File: config.mk
export PLATFORM = sky130hd
export DESIGN_NAME = ads_par_adc_driver
export DESIGN_NICKNAME = d
export VERILOG_FILES = /design/src/rtl/ads_drv_pkg.sv /design/src/rtl/ads_busy_sync.sv /design/src/rtl/ads_par_adc_driver.sv
export SDC_FILE = /design/constraint.sdc
export NUM_CORES = 1
export LEC_CHECK = 0
export ABC_AREA = 0
export CAP_MARGIN = 20
export CELL_PAD_IN_SITES_DETAIL_PLACEMENT = 1
export CELL_PAD_IN_SITES_GLOBAL_PLACEMENT = 1
export CORE_MARGIN = 5
export CORE_UTILIZATION = 30
export DETAILED_ROUTE_END_ITERATION = 7
export PLACE_DENSITY = 0.64
export SLEW_MARGIN = 20
export SYNTH_ARGS = -nofsm -noshare
export SYNTH_HDL_FRONTEND = slang
export SYNTH_SLANG_ARGS = --single-unit
File: constraint.sdc
create_clock -name i_clk -period 3.1 [get_ports i_clk]
set_clock_uncertainty 0.15 [all_clocks]
set_input_delay 0.93 -clock i_clk [delete_from_list [all_inputs] [get_ports i_clk]]
set_output_delay 0.93 -clock i_clk [all_outputs]
set_load 0.1 [all_outputs]
File: src/rtl/ads_drv_pkg.sv
// ads_drv_pkg: shared FSM state encoding and default configuration words
// for the ADS8528 parallel-bus driver.
package ads_drv_pkg;
    typedef enum logic [2:0] {
        S_ARST, S_CFG, S_IDLE, S_CONV, S_BUSY_HI, S_BUSY_LO, S_RD_L, S_RD_H
    } state_t;
    localparam logic [15:0] CFG_HI_DEF = 16'h1500;
    localparam logic [15:0] CFG_LO_DEF = 16'h0000;
endpackage

File: src/rtl/ads_busy_sync.sv
// ads_busy_sync: 2-flop synchronizer for the ADC BUSY pin plus a wait-time
// watchdog that flags when BUSY has not reached the awaited level in time.
module ads_busy_sync #(
    parameter int BUSY_TIMEOUT = 1024
) (
    input  logic i_clk,
    input  logic i_rst,
    input  logic i_busy,
    input  logic i_wait,
    input  logic i_target,
    output logic o_busy_s,
    output logic o_timeout
);
    localparam int TW = $clog2(BUSY_TIMEOUT + 1);

    logic          r_meta;
    logic          r_sync;
    logic [TW-1:0] r_cnt;
    logic          w_pending;

    assign w_pending = i_wait && (r_sync != i_target);

    always_ff @(posedge i_clk) begin
        if (i_rst) begin
            r_meta <= 1'b0;
            r_sync <= 1'b0;
            r_cnt  <= '0;
        end else begin
            r_meta <= i_busy;
            r_sync <= r_meta;
            r_cnt  <= w_pending ? r_cnt + 1'b1 : '0;
        end
    end

    // An edge arriving in the final cycle clears w_pending, so the edge wins.
    assign o_busy_s  = r_sync;
    assign o_timeout = w_pending && (r_cnt == TW'(BUSY_TIMEOUT - 1));
endmodule

File: src/rtl/ads_par_adc_driver.sv
// ads_par_adc_driver: ADS8528 parallel-bus driver: reset pulse, 2-word config
// write, periodic CONVST and NUM_CH-word readout. FRAME_TIMESTAMP_EN adds o_frame_ts.
module ads_par_adc_driver
    import ads_drv_pkg::*;
#(
    parameter int                DATA_W       = 16,
    parameter int                NUM_CH       = 8,
    parameter int                CONV_PERIOD  = 500,
    parameter int                RD_LOW       = 2,
    parameter int                RD_HIGH      = 2,
    parameter int                WR_LOW       = 2,
    parameter int                RST_CYC      = 8,
    parameter logic [DATA_W-1:0] CFG_HI       = DATA_W'(CFG_HI_DEF),
    parameter logic [DATA_W-1:0] CFG_LO       = DATA_W'(CFG_LO_DEF),
    parameter int                BUSY_TIMEOUT = 1024
) (
    input  logic                      i_clk,
    input  logic                      i_rst,
    input  logic                      i_enable,
    output logic [(NUM_CH+1)/2-1:0]   o_adc_convst,
    output logic                      o_adc_cs_n,
    output logic                      o_adc_rd_n,
    output logic                      o_adc_wr_n,
    output logic                      o_adc_hw_sw,
    output logic                      o_adc_par_ser,
    output logic                      o_adc_rst,
    output logic                      o_adc_stby_n,
    input  logic                      i_adc_busy,
    input  logic [DATA_W-1:0]         i_db,
    output logic [DATA_W-1:0]         o_db,
    output logic                      o_db_oe,
    output logic                      o_cfg_done,
    output logic [DATA_W-1:0]         o_sample_data,
    output logic [2:0]                o_sample_ch,
    output logic                      o_sample_valid,
    output logic                      o_sample_last,
    output logic                      o_frame_overrun,
    output logic                      o_busy_err
`ifdef FRAME_TIMESTAMP_EN
    ,
    output logic [31:0]               o_frame_ts
`endif
);
    localparam int CNT_W = 16;
    localparam int PER_W = $clog2(CONV_PERIOD + 1);
    localparam int CV_W  = (NUM_CH + 1) / 2;

    state_t             r_state, w_state_nxt;
    logic [CNT_W-1:0]   r_cnt, w_cnt_nxt;
    logic               r_word, w_word_nxt;
    logic [2:0]         r_ch, w_ch_nxt;
    logic [PER_W-1:0]   r_per;
    logic               r_cfg_done, r_valid, r_last, r_ovr, r_berr;
    logic [DATA_W-1:0]  r_data;
    logic [2:0]         r_sch;
    logic               w_cap, w_done, w_berr, w_exp, w_busy_s, w_tout;

    ads_busy_sync #(.BUSY_TIMEOUT(BUSY_TIMEOUT)) u_busy (
        .i_clk     (i_clk),
        .i_rst     (i_rst),
        .i_busy    (i_adc_busy),
        .i_wait    (r_state == S_BUSY_HI || r_state == S_BUSY_LO),
        .i_target  (r_state == S_BUSY_HI),
        .o_busy_s  (w_busy_s),
        .o_timeout (w_tout)
    );

    assign w_exp = r_cfg_done && (r_per == PER_W'(CONV_PERIOD - 1));

    always_ff @(posedge i_clk) begin
        if (i_rst) begin
            r_state    <= S_ARST;
            r_cnt      <= '0;
            r_word     <= 1'b0;
            r_ch       <= '0;
            r_per      <= '0;
            r_cfg_done <= 1'b0;
            r_valid    <= 1'b0;
            r_last     <= 1'b0;
            r_ovr      <= 1'b0;
            r_berr     <= 1'b0;
            r_data     <= '0;
            r_sch      <= '0;
        end else begin
            r_state    <= w_state_nxt;
            r_cnt      <= w_cnt_nxt;
            r_word     <= w_word_nxt;
            r_ch       <= w_ch_nxt;
            r_per      <= (!r_cfg_done || w_exp) ? '0 : r_per + 1'b1;
            r_cfg_done <= r_cfg_done | w_done;
            r_valid    <= w_cap;
            r_last     <= w_cap && (r_ch == 3'(NUM_CH - 1));
            r_ovr      <= w_exp && (r_state != S_IDLE);
            r_berr     <= w_berr;
            if (w_cap) begin
                r_data <= i_db;
                r_sch  <= r_ch;
            end
        end
    end

    always_comb begin
        w_state_nxt = r_state;
        w_cnt_nxt   = r_cnt + 1'b1;
        w_word_nxt  = r_word;
        w_ch_nxt    = r_ch;
        w_cap       = 1'b0;
        w_done      = 1'b0;
        w_berr      = 1'b0;
        case (r_state)
            S_ARST: if (r_cnt == CNT_W'(RST_CYC - 1)) begin
                w_state_nxt = S_CFG;
                w_cnt_nxt   = '0;
            end
            // Each config word: 1 setup cycle, WR_LOW low, WR_LOW high.
            S_CFG: if (r_cnt == CNT_W'(2 * WR_LOW)) begin
                w_cnt_nxt  = '0;
                w_word_nxt = 1'b1;
                if (r_word) begin
                    w_state_nxt = S_IDLE;
                    w_done      = 1'b1;
                end
            end
            S_IDLE: begin
                w_cnt_nxt = '0;
                if (w_exp && i_enable) w_state_nxt = S_CONV;
            end
            S_CONV: if (r_cnt == CNT_W'(1)) begin
                w_state_nxt = S_BUSY_HI;
                w_cnt_nxt   = '0;
            end
            S_BUSY_HI: begin
                w_cnt_nxt = '0;
                if (w_busy_s) w_state_nxt = S_BUSY_LO;
                else if (w_tout) begin
                    w_state_nxt = S_IDLE;
                    w_berr      = 1'b1;
                end
            end
            S_BUSY_LO: begin
                w_cnt_nxt = '0;
                w_ch_nxt  = '0;
                if (!w_busy_s) w_state_nxt = S_RD_L;
                else if (w_tout) begin
                    w_state_nxt = S_IDLE;
                    w_berr      = 1'b1;
                end
            end
            S_RD_L: if (r_cnt == CNT_W'(RD_LOW - 1)) begin
                w_state_nxt = S_RD_H;
                w_cnt_nxt   = '0;
                w_cap       = 1'b1;
            end
            S_RD_H: if (r_cnt == CNT_W'(RD_HIGH - 1)) begin
                w_cnt_nxt = '0;
                if (r_ch == 3'(NUM_CH - 1)) w_state_nxt = S_IDLE;
                else begin
                    w_ch_nxt    = r_ch + 1'b1;
                    w_state_nxt = S_RD_L;
                end
            end
            default: w_state_nxt = S_ARST;
        endcase
    end

    assign o_adc_convst    = {CV_W{r_state == S_CONV}};
    assign o_adc_cs_n      = !(r_state == S_CFG || r_state == S_RD_L || r_state == S_RD_H);
    assign o_adc_rd_n      = r_state != S_RD_L;
    assign o_adc_wr_n      = !(r_state == S_CFG && r_cnt != '0 && r_cnt <= CNT_W'(WR_LOW));
    assign o_adc_hw_sw     = 1'b0;
    assign o_adc_par_ser   = 1'b0;
    assign o_adc_rst       = r_state == S_ARST;
    assign o_adc_stby_n    = 1'b1;
    assign o_db_oe         = r_state == S_CFG;
    assign o_db            = (r_state == S_CFG) ? (r_word ? CFG_LO : CFG_HI) : '0;
    assign o_cfg_done      = r_cfg_done;
    assign o_sample_data   = r_data;
    assign o_sample_ch     = r_sch;
    assign o_sample_valid  = r_valid;
    assign o_sample_last   = r_last;
    assign o_frame_overrun = r_ovr;
    assign o_busy_err      = r_berr;

`ifdef FRAME_TIMESTAMP_EN
    logic [31:0] r_ts, r_frame_ts;
    always_ff @(posedge i_clk) begin
        if (i_rst) begin
            r_ts       <= '0;
            r_frame_ts <= '0;
        end else begin
            r_ts <= r_ts + 1'b1;
            if (r_state == S_CONV && r_cnt == '0) r_frame_ts <= r_ts;
        end
    end
    assign o_frame_ts = r_frame_ts;
`endif

    a_no_oe_during_rd: assert property (@(posedge i_clk) !(o_db_oe && !o_adc_rd_n));
endmodule

After elaboration in Yosys (flattened, before gate mapping)
Index checks and enable logic that the tools add are counted. Widths: inputs -> output; s select.

Add/subtract/negate cells: 4. $lt $le $gt $ge: 1. Equal/unequal tests: 24. Multiplexer cells: 30. Divide/modulo/power cells: 0. Reduce and logical (&&, ||, !) cells: 25. Shifts and indexed selects: 0. Multipliers: 0. Bitwise operators: 2.

Operators with widths (count): $pmux 16 s4 (1); $mux 16 (3); $mux 3 (13); $eq 16x3->1 const B (2); $mux 13 (2); $pmux 3 s8 (1); $add 16x1->16 const B (1); $eq 16x1->1 const B (1); $le 16x2->1 const B (1); $reduce_bool 16->1 (1); $eq 3x3->1 const B (5); $add 11x1->11 const B (1); $eq 11x10->1 const B (1); $add 9x1->9 const B (1); $eq 9x9->1 const B (1); $logic_and 1x1->1 (8); $mux 1 (8); $ne 2x1->1 const B (4); $ne 2x2->1 const B (4); $reduce_and 7->1 (1); $eq 3x2->1 const B (2); $pmux 3 s2 (1); $reduce_or 3->1 (2); $logic_or 1x1->1 (4); other kinds (14) (17).

Memories: 0. Output and inout bits: 52. Bits in latches: 0. Bits of input ports: 20. Register bits after elaboration: 69. Bits in read-only memories: 0. Bits in writable memories: 0. Logic and storage cells: 101.

Depth between registers and ports, before layout
Gate-level depths: netlist of the first run.

Depth in word-level cells: 7. Depth in mapped cells: 9.

By module
A second synthesis of the first run with hierarchy kept.

Cells, all modules: 378. Area, all modules: 3176.8 µm².

Modules (own cells, without submodules): ads_par_adc_driver (area each 2645.0 µm², cells an instance 322, times used 1); ads_busy_sync (area each 531.8 µm², cells an instance 56, times used 1).

Worst setup path after synthesis of the first run
No wires, ideal clock.

Kind: reg2out. Start: register r_state[0]. End: output port o_adc_cs_n. Data arrival time: 2766 ps. Stages on the path, launching flop included: 6. Path slack: -746 ps. Data required time: 2020 ps. Path buffers: 2. Cell sequence: dfxtp_1 -> clkbuf_1 -> clkbuf_1 -> nand2_1 -> inv_1 -> a21oi_1.

Word-level cells in the longest chain between the ends: 4. Elaborated cells between the ends (all ways): 6. Classes of those cells: eq/ne: 3; reduce/logical: 3.

Ends and longest elaborated chain: from (decl) (line ads_par_adc_driver.sv:48) `state_t r_state, w_state_nxt;`; from (signal assigned) (line ads_par_adc_driver.sv:85) `r_state <= w_state_nxt;`; $eq 3x1->1; net o_db_oe (line ads_par_adc_driver.sv:31) `output logic o_db_oe,`; $logic_or 1x1->1 (2 in a row) (line ads_par_adc_driver.sv:167) `assign o_adc_cs_n = !(r_state == S_CFG || r_state == S_RD_L || r_state == S_RD_H);`; $logic_not 1->1 (line ads_par_adc_driver.sv:167); to (decl) (line ads_par_adc_driver.sv:21) `output logic o_adc_cs_n,`.

The timed path passes the listed nets, and every way through them passes these cells.

Final worst setup path of the first run
Start: register r_cnt[3]. End: output port o_adc_wr_n.

Word-level cells in the longest chain between the ends: 4. Elaborated cells between the ends (all ways): 5. Classes of those cells: order compare: 1; reduce/logical: 4.

Ends and longest elaborated chain: from (decl) (line ads_par_adc_driver.sv:49) `logic [CNT_W-1:0] r_cnt, w_cnt_nxt;`; from (signal assigned) (line ads_par_adc_driver.sv:86) `r_cnt <= w_cnt_nxt;`; branches (longest 2 deep; another with $le 16x2->1); $logic_and 1x1->1 * (line ads_par_adc_driver.sv:169) `assign o_adc_wr_n = !(r_state == S_CFG && r_cnt != '0 && r_cnt <= CNT_W'(WR_LOW));`; $logic_not 1->1 * (line ads_par_adc_driver.sv:169); to (decl) (line ads_par_adc_driver.sv:23) `output logic o_adc_wr_n,`.

Every way passes the cells marked *.

==> out/qor.csv, run 1 <==
stage,metric,value,unit
run_status,status,completed,
floorplanning,die_area,0.0126,mm²
drt,via_count,2463,
timing,min_period,2.93,ns
drt,routedWlPerCell,12.8,µm
floorplanning,die_h,112,µm
timing,fmax,0.341,GHz
pwr,p_switching,485,µW
critical_path,r2r_start,r_cnt[8]$_SDFF_PP0_,
critical_path,crit_chain,or4_4 > nor4_1 > nand4_1 > buf_12,
pwr,powerDensity,478,mW/mm²
global_routing,grt_max_degree,20,
finish,layout_commonest_cell,dfxtp_1,
drt,wl,7.01,mm
critical_path,worstPathRequired,2.02,ns
yosys,synth_ff_type,dfxtp_1,
critical_path,reg2reg_to,r_state[0]$_SDFFE_PP0P_,
timing,grt_setup_unrepaired,no,
pwr,peakVddDrop,169,µV
worst_hold_path,whs_path_depth,1,
pwr,clkPwrFrac,45.8,%
pwr,power.internal,1470,µW
cts,cts_max_level,3,
yosys,synth-edff-count,0,
global_routing,grt_antenna_before_repair,0,
run,drv_cap,0,
pwr,p_total,1960,µW
critical_path,cp-startpoint,r_cnt[3]$_SDFF_PP0_,
yosys,ys_seq_area_share,44.1,%
global_routing,grt_pass1_vias,2505,
global_routing,track_usage,11.7,%
finish,drive_above_1_share,18.9,%
pwr,switching_share,24.8,%
pwr,p_seq_share,45.9,%
place,dp_slack,0.491,ns
worst_hold_path,hold_path_end,u_busy.o_busy_s$_SDFF_PP0_,
place,portBuffers,55,
critical_path,start_kind,flop,
drt,dr.first_iter.drc_count,49,
finish,mostFrequentLayoutCells,"dfxtp_1, nor2_1, buf_4",
pwr,combPwrFrac,8.3,%
place,dpl.hpwl,5.29,mm
finish,nNetsFinal,436,
yosys,yosysUniqueCellTypes,45,
cts,cts_tree,built,
yosys,synth_seq_cells,69,
floorplanning,die_w,112,µm
critical_path,crit_slowest_cell,or4_4,
timing,finalWorstSetupSlack,0.170,ns
critical_path,path_max_fanout,4,
finish,final_cells,549,
worst_hold_path,hold_class,reg -> reg,
drt,drt_pre_antenna_iters,4,
place,gp_congestion,0.771,
drt,antenna_left,0,
pwr,power.leakage,0.00172,µW
cts,path_clk_slew,0.08,ns
finish,num_antenna_cells,0,
cts,cts_buffers,9,
cts,clock-sinks,69,
cts,cts_hold_buffers,0,
timing,finalSetupViolCount,0,
finish,area_growth,30.8,%
cts,cts_setup_buffers,0,
floorplanning,initial_utilization,30.6,%
yosys,async_flop_share,0,%
yosys,yosys_warnings,0,
critical_path,critPathMaxStageDelay,0.56,ns
critical_path,critPathKind,reg -> out,
drt,viasPerCell,4.49,
floorplanning,io-pin-count,72,
critical_path,worstSetupEndpointType,primary output,
yosys,syn_area,0.00313,mm²
worst_hold_path,hp-start,u_busy.r_meta$_SDFF_PP0_,
critical_path,reg2reg_slack,0.57,ns
yosys,postSynthAreaPerCell,8.87,µm²
floorplanning,core_area,0.0102,mm²
timing,finalHoldViolations,0,
global_routing,grt_pass1_wl,12.1,mm
place,dp_cells,533,
timing,post-route-period-util,94.5,%
critical_path,arrival,1.85,ns
yosys,synthCells,353,
cts,clockRootBuffer,clkbuf_8,
critical_path,ff2ff_path_depth,6,
timing,drv_slew,0,
drt,drc,0,
cts,clockBufferDepth,2,
global_routing,grt-ovfl-total,0,
finish,fin_util,40.0,%
cts,clock_latency,0.35,ns
floorplanning,rows,37,
cells in the mapped netlist (4+ instances only):
cell | instances | area, µm²
nand2b_1 | 4 | 25.0
ha_1 | 8 | 100
nor3_1 | 4 | 20.0
xor2_1 | 22 | 193
nor2b_1 | 5 | 31.3
inv_1 | 6 | 22.5
buf_4 | 21 | 158
mux2i_1 | 18 | 180
nand3_1 | 25 | 125
clkbuf_1 | 11 | 41.3
dfxtp_1 | 69 | 1380
a21oi_1 | 14 | 70.1
nand2_1 | 19 | 71.3
nor2_1 | 69 | 259
xnor2_1 | 8 | 70.1
and3_1 | 7 | 43.8
registers in the layout (all words and copies together) (netlist names):
signal / cells
r_cnt: 16
u_busy.o_busy_s: 1
r_state: 3
o_sample_valid: 1
r_per: 9
o_sample_last: 1
o_busy_err: 1
u_busy.r_cnt: 11
u_busy.r_meta: 1
o_sample_ch: 3
r_word: 1
o_cfg_done: 1
o_sample_data: 16
o_frame_overrun: 1
r_ch: 3
worst max-delay path by stage:
stage	to	depth (start not counted)	slack [ns]
5_1_grt	o_adc_wr_n	4	0.04
2_1_floorplan	o_adc_rst	3	-0.72
6_report	o_adc_wr_n	4	0.17
3_5_place_dp	o_adc_wr_n	4	0.49
4_1_cts	o_adc_wr_n	4	0.06
3_3_place_gp	o_adc_wr_n	4	0.49
cells by family after synthesis:
logic type | synth area share, %
AND/OR/NAND/NOR | 24.9
adder cells (fa/ha/maj) | 3.20
buffers and inverters | 7.55
AO/OA/AOI/OAI | 5.12
flip-flops | 44.1
XOR/XNOR | 8.39
multiplexers | 6.47
other | 0.240
power groups by stage:
stage               clock, µW  combinational [µW]  sequential (µW)
floorplan                   0                 139              916
global placement            0                 162              919
detailed placement          0                 162              919
CTS                       933                 163              898
global route              965                 171              900
finish                    895                 162              898
per-stage QoR:
| stage | setup TNS, ns | area (µm²) | hold WS, ns |
|---|---|---|---|
| after floorplan | -0.979 | 3220 | 0.264 |
| after global placement | 0 | 3840 | 0.270 |
| after detailed placement | 0 | 3840 | 0.274 |
| after CTS | 0 | 4090 | 0.291 |
| after global routing | 0 | 4090 | 0.303 |
| final | 0 | 4090 | 0.290 |
timing repair:
| item | 4_1_cts | 5_1_grt |
|---|---|---|
| endpoints found under the setup margin | 0 | 1 |
| gates resized for setup | 0 | 1 |
| endpoints found under the hold margin | 0 | 0 |
critical path, delay by kind of cell (launching register included):
family        cells  cell delay, ns
flops             1            0.35
buf+inv           1            0.22
simple gates      3            0.93
area by class of cell:
cell class / instances / area, µm²
clock inverter: 7 / 124
clock buffer: 9 / 124
tap: 136 / 170
multi-input combinational: 257 / 1600
timing repair buffer: 65 / 673
sequential: 69 / 1380
fill: 1204 / 6140
inverter: 6 / 26.3
layer usage:
metal | up-vias | global-route usage, % | wire [µm]
li1 | 1251 | - | -
met1 | 1152 | 14.2 | 3240
met2 | 49 | 19.2 | 3330
met3 | 11 | 2.70 | 290
met4 | 0 | 6.49 | 148
met5 | - | 0 | 0
No activity file was read; power rests on OpenSTA's default activity.
==> run 2, diff against run 1 <==
--- a/config.mk
+++ b/config.mk
@@ -10,9 +10,9 @@
 export CELL_PAD_IN_SITES_DETAIL_PLACEMENT = 1
 export CELL_PAD_IN_SITES_GLOBAL_PLACEMENT = 1
 export CORE_MARGIN = 5
-export CORE_UTILIZATION = 30
+export CORE_UTILIZATION = 37
 export DETAILED_ROUTE_END_ITERATION = 7
-export PLACE_DENSITY = 0.64
+export PLACE_DENSITY = 0.77
 export SLEW_MARGIN = 20
 export SYNTH_ARGS = -nofsm -noshare
 export SYNTH_HDL_FRONTEND = slang
==> constraint.sdc (replaced) <==
create_clock -name i_clk -period 3.1 [get_ports i_clk]
set_clock_uncertainty 0.15 [all_clocks]
set_input_delay 0.93 -clock i_clk [delete_from_list [all_inputs] [get_ports i_clk]]
set_output_delay 0.93 -clock i_clk [all_outputs]
set_load 0.05 [all_outputs]
==> out/qor.csv, run 2 (synthesized netlist as in run 1, its figures left out) <==
stage,metric,value,unit,change
run_status,status,completed,,unchanged
cts,clockBufferDepth,2,,unchanged
critical_path,reg2reg_slack,0.54,ns,was 0.57 ns
place,gp_congestion,0.756,,was 0.771
floorplanning,rows,33,,was 37
drt,dr.first_iter.drc_count,44,,was 49
worst_hold_path,hold_class,reg -> reg,,unchanged
timing,finalWorstSetupSlack,0.168,ns,was 0.170 ns
floorplanning,io-pin-count,72,,unchanged
drt,viasPerCell,4.79,,was 4.49
finish,nNetsFinal,435,,was 436
timing,drv_slew,0,,unchanged
global_routing,grt_antenna_before_repair,0,,unchanged
critical_path,reg2reg_to,r_state[0]$_SDFFE_PP0P_,,unchanged
critical_path,path_max_fanout,4,,unchanged
cts,cts_tree,built,,unchanged
run,drv_cap,0,,unchanged
critical_path,worstPathRequired,2.02,ns,about the same
critical_path,worstSetupEndpointType,primary output,,unchanged
timing,tns,0,ns,unchanged
drt,routedWlPerCell,13.6,µm,was 12.8 µm
timing,slew_headroom,64.2,%,
global_routing,grt_pass1_vias,2476,,was 2505
finish,drive_above_1_share,11.4,%,was 18.9%
timing,post-route-period-util,94.6,%,was 94.5%
pwr,power.leakage,0.00163,µW,was 0.00172 µW
cts,cts_buffers,9,,unchanged
timing,min_period,2.93,ns,about the same
place,dpl.hpwl,5.31,mm,was 5.29 mm
timing,finalSetupViolCount,0,,unchanged
global_routing,grt_pass1_wl,11.5,mm,was 12.1 mm
pwr,peakVddDrop,207,µV,was 169 µV
worst_hold_path,hold_path_end,u_busy.o_busy_s$_SDFF_PP0_,,unchanged
cts,path_clk_slew,0.07,ns,was 0.08 ns
drt,wl,7.04,mm,was 7.01 mm
floorplanning,core_area,0.00822,mm²,was 0.0102 mm²
floorplanning,die_area,0.0104,mm²,was 0.0126 mm²
timing,grt_setup_unrepaired,no,,unchanged
place,portBuffers,55,,unchanged
critical_path,start_kind,flop,,unchanged
timing,fmax,0.341,GHz,about the same
worst_hold_path,whs_path_depth,1,,unchanged
timing,finalHoldViolations,0,,unchanged
cts,cts_max_level,3,,unchanged
drt,drc,0,,unchanged
finish,num_antenna_cells,0,,unchanged
global_routing,grt-ovfl-total,0,,unchanged
finish,mostFrequentLayoutCells,"nor2_1, dfxtp_1, clkdlybuf4s50_1",,"was dfxtp_1, nor2_1, buf_4"
cts,clockRootBuffer,clkbuf_8,,unchanged
drt,drt_pre_antenna_iters,4,,unchanged
critical_path,ff2ff_path_depth,6,,unchanged
critical_path,arrival,1.85,ns,about the same
pwr,powerDensity,464,mW/mm²,was 478 mW/mm²
critical_path,cp-startpoint,r_cnt[3]$_SDFF_PP0_,,unchanged
cts,cts_setup_buffers,0,,unchanged
critical_path,r2r_start,r_cnt[8]$_SDFF_PP0_,,unchanged
finish,area_growth,25.6,%,was 30.8%
critical_path,critPathKind,reg -> out,,unchanged
cts,clock_latency,0.34,ns,was 0.35 ns
floorplanning,initial_utilization,38.1,%,was 30.6%
worst_hold_path,hp-start,u_busy.r_meta$_SDFF_PP0_,,unchanged
drt,via_count,2476,,was 2463
global_routing,grt_max_degree,27,,was 20
global_routing,track_usage,14.0,%,was 11.7%
timing,worst-slew-pin-transition,0.535,ns,
place,dp_slack,0.507,ns,was 0.491 ns
cts,clock-sinks,69,,unchanged
floorplanning,die_w,102,µm,was 112 µm
floorplanning,die_h,102,µm,was 112 µm
drt,antenna_left,0,,unchanged
run 2: cell count changes in the layout (fill, tap and decap cells not counted), sizes merged:
cell,previous run,this run
clkdlybuf4s50,19,44
clkbuf,9,10
clkinvlp,2,1
inv,5,6
bufinv,3,2
buf,46,20
run 2: per-layer routing:
| layer | global-route usage, % | routed length (µm) | vias up |
|---|---|---|---|
| li1 | - | - | 1251 |
| met1 | 17.2 | 3200 | 1162 |
| met2 | 23.2 | 3360 | 56 |
| met3 | 3.69 | 356 | 7 |
| met5 | 0 | 0 | - |
| met4 | 6.05 | 122 | 0 |
run 2: per-stage QoR:
step / power, µW / hold slack (ns) / cells / instance area [µm²] / util [%]
CTS: 1860 / 0.318 / 517 / 3930 / 47.8
floorplan: 1010 / 0.264 / 367 / 3180 / -
global route: 1900 / 0.329 / 517 / 3930 / 47.8
finish: 1830 / 0.312 / 517 / 3930 / 47.8
global placement: 1030 / 0.268 / 501 / 3700 / 45.1
detailed placement: 1030 / 0.298 / 501 / 3700 / 45.1
run 2: area by class of cell:
cell class / instances / area, µm²
clock buffer: 10 / 138
clock inverter: 6 / 86.3
fill: 969 / 4290
inverter: 6 / 22.5
multi-input combinational: 257 / 1570
sequential: 69 / 1380
tap: 105 / 131
timing repair buffer: 64 / 603
run 2: worst max path at each step:
stage / endpoint / cells after the start
after floorplan: o_db[10] / 5
after global placement: o_adc_wr_n / 4
after detailed placement: o_adc_wr_n / 4
after CTS: o_adc_wr_n / 4
after global routing: o_adc_wr_n / 4
final: o_adc_wr_n / 4
run 2: report_power, final:
part	switching (µW)	leakage, µW	internal (µW)
Combinational	74.7	0.000964	38.4
Clock	340	0.000112	473
Sequential	7.97	0.000557	891
run 2: critical path: stages, from the launching register on:
cell	delay, ns
dfxtp_1	0.34
or4_1	0.61
nor4_1	0.21
nand4_1	0.15
buf_4	0.21
run 2: what timing repair did:
item                       CTS  global route
setup endpoints to repair    0             1
resized for setup            0             1
hold buffers                 0             0
==> run 3, diff against run 2 <==
--- a/config.mk
+++ b/config.mk
@@ -5,7 +5,6 @@
 export SDC_FILE = /design/constraint.sdc
 export NUM_CORES = 1
 export LEC_CHECK = 0
-export ABC_AREA = 0
 export CAP_MARGIN = 20
 export CELL_PAD_IN_SITES_DETAIL_PLACEMENT = 1
 export CELL_PAD_IN_SITES_GLOBAL_PLACEMENT = 1
==> results of run 3 <==
Same layout as run 2: the final DEF is identical, and so are final timing and power.
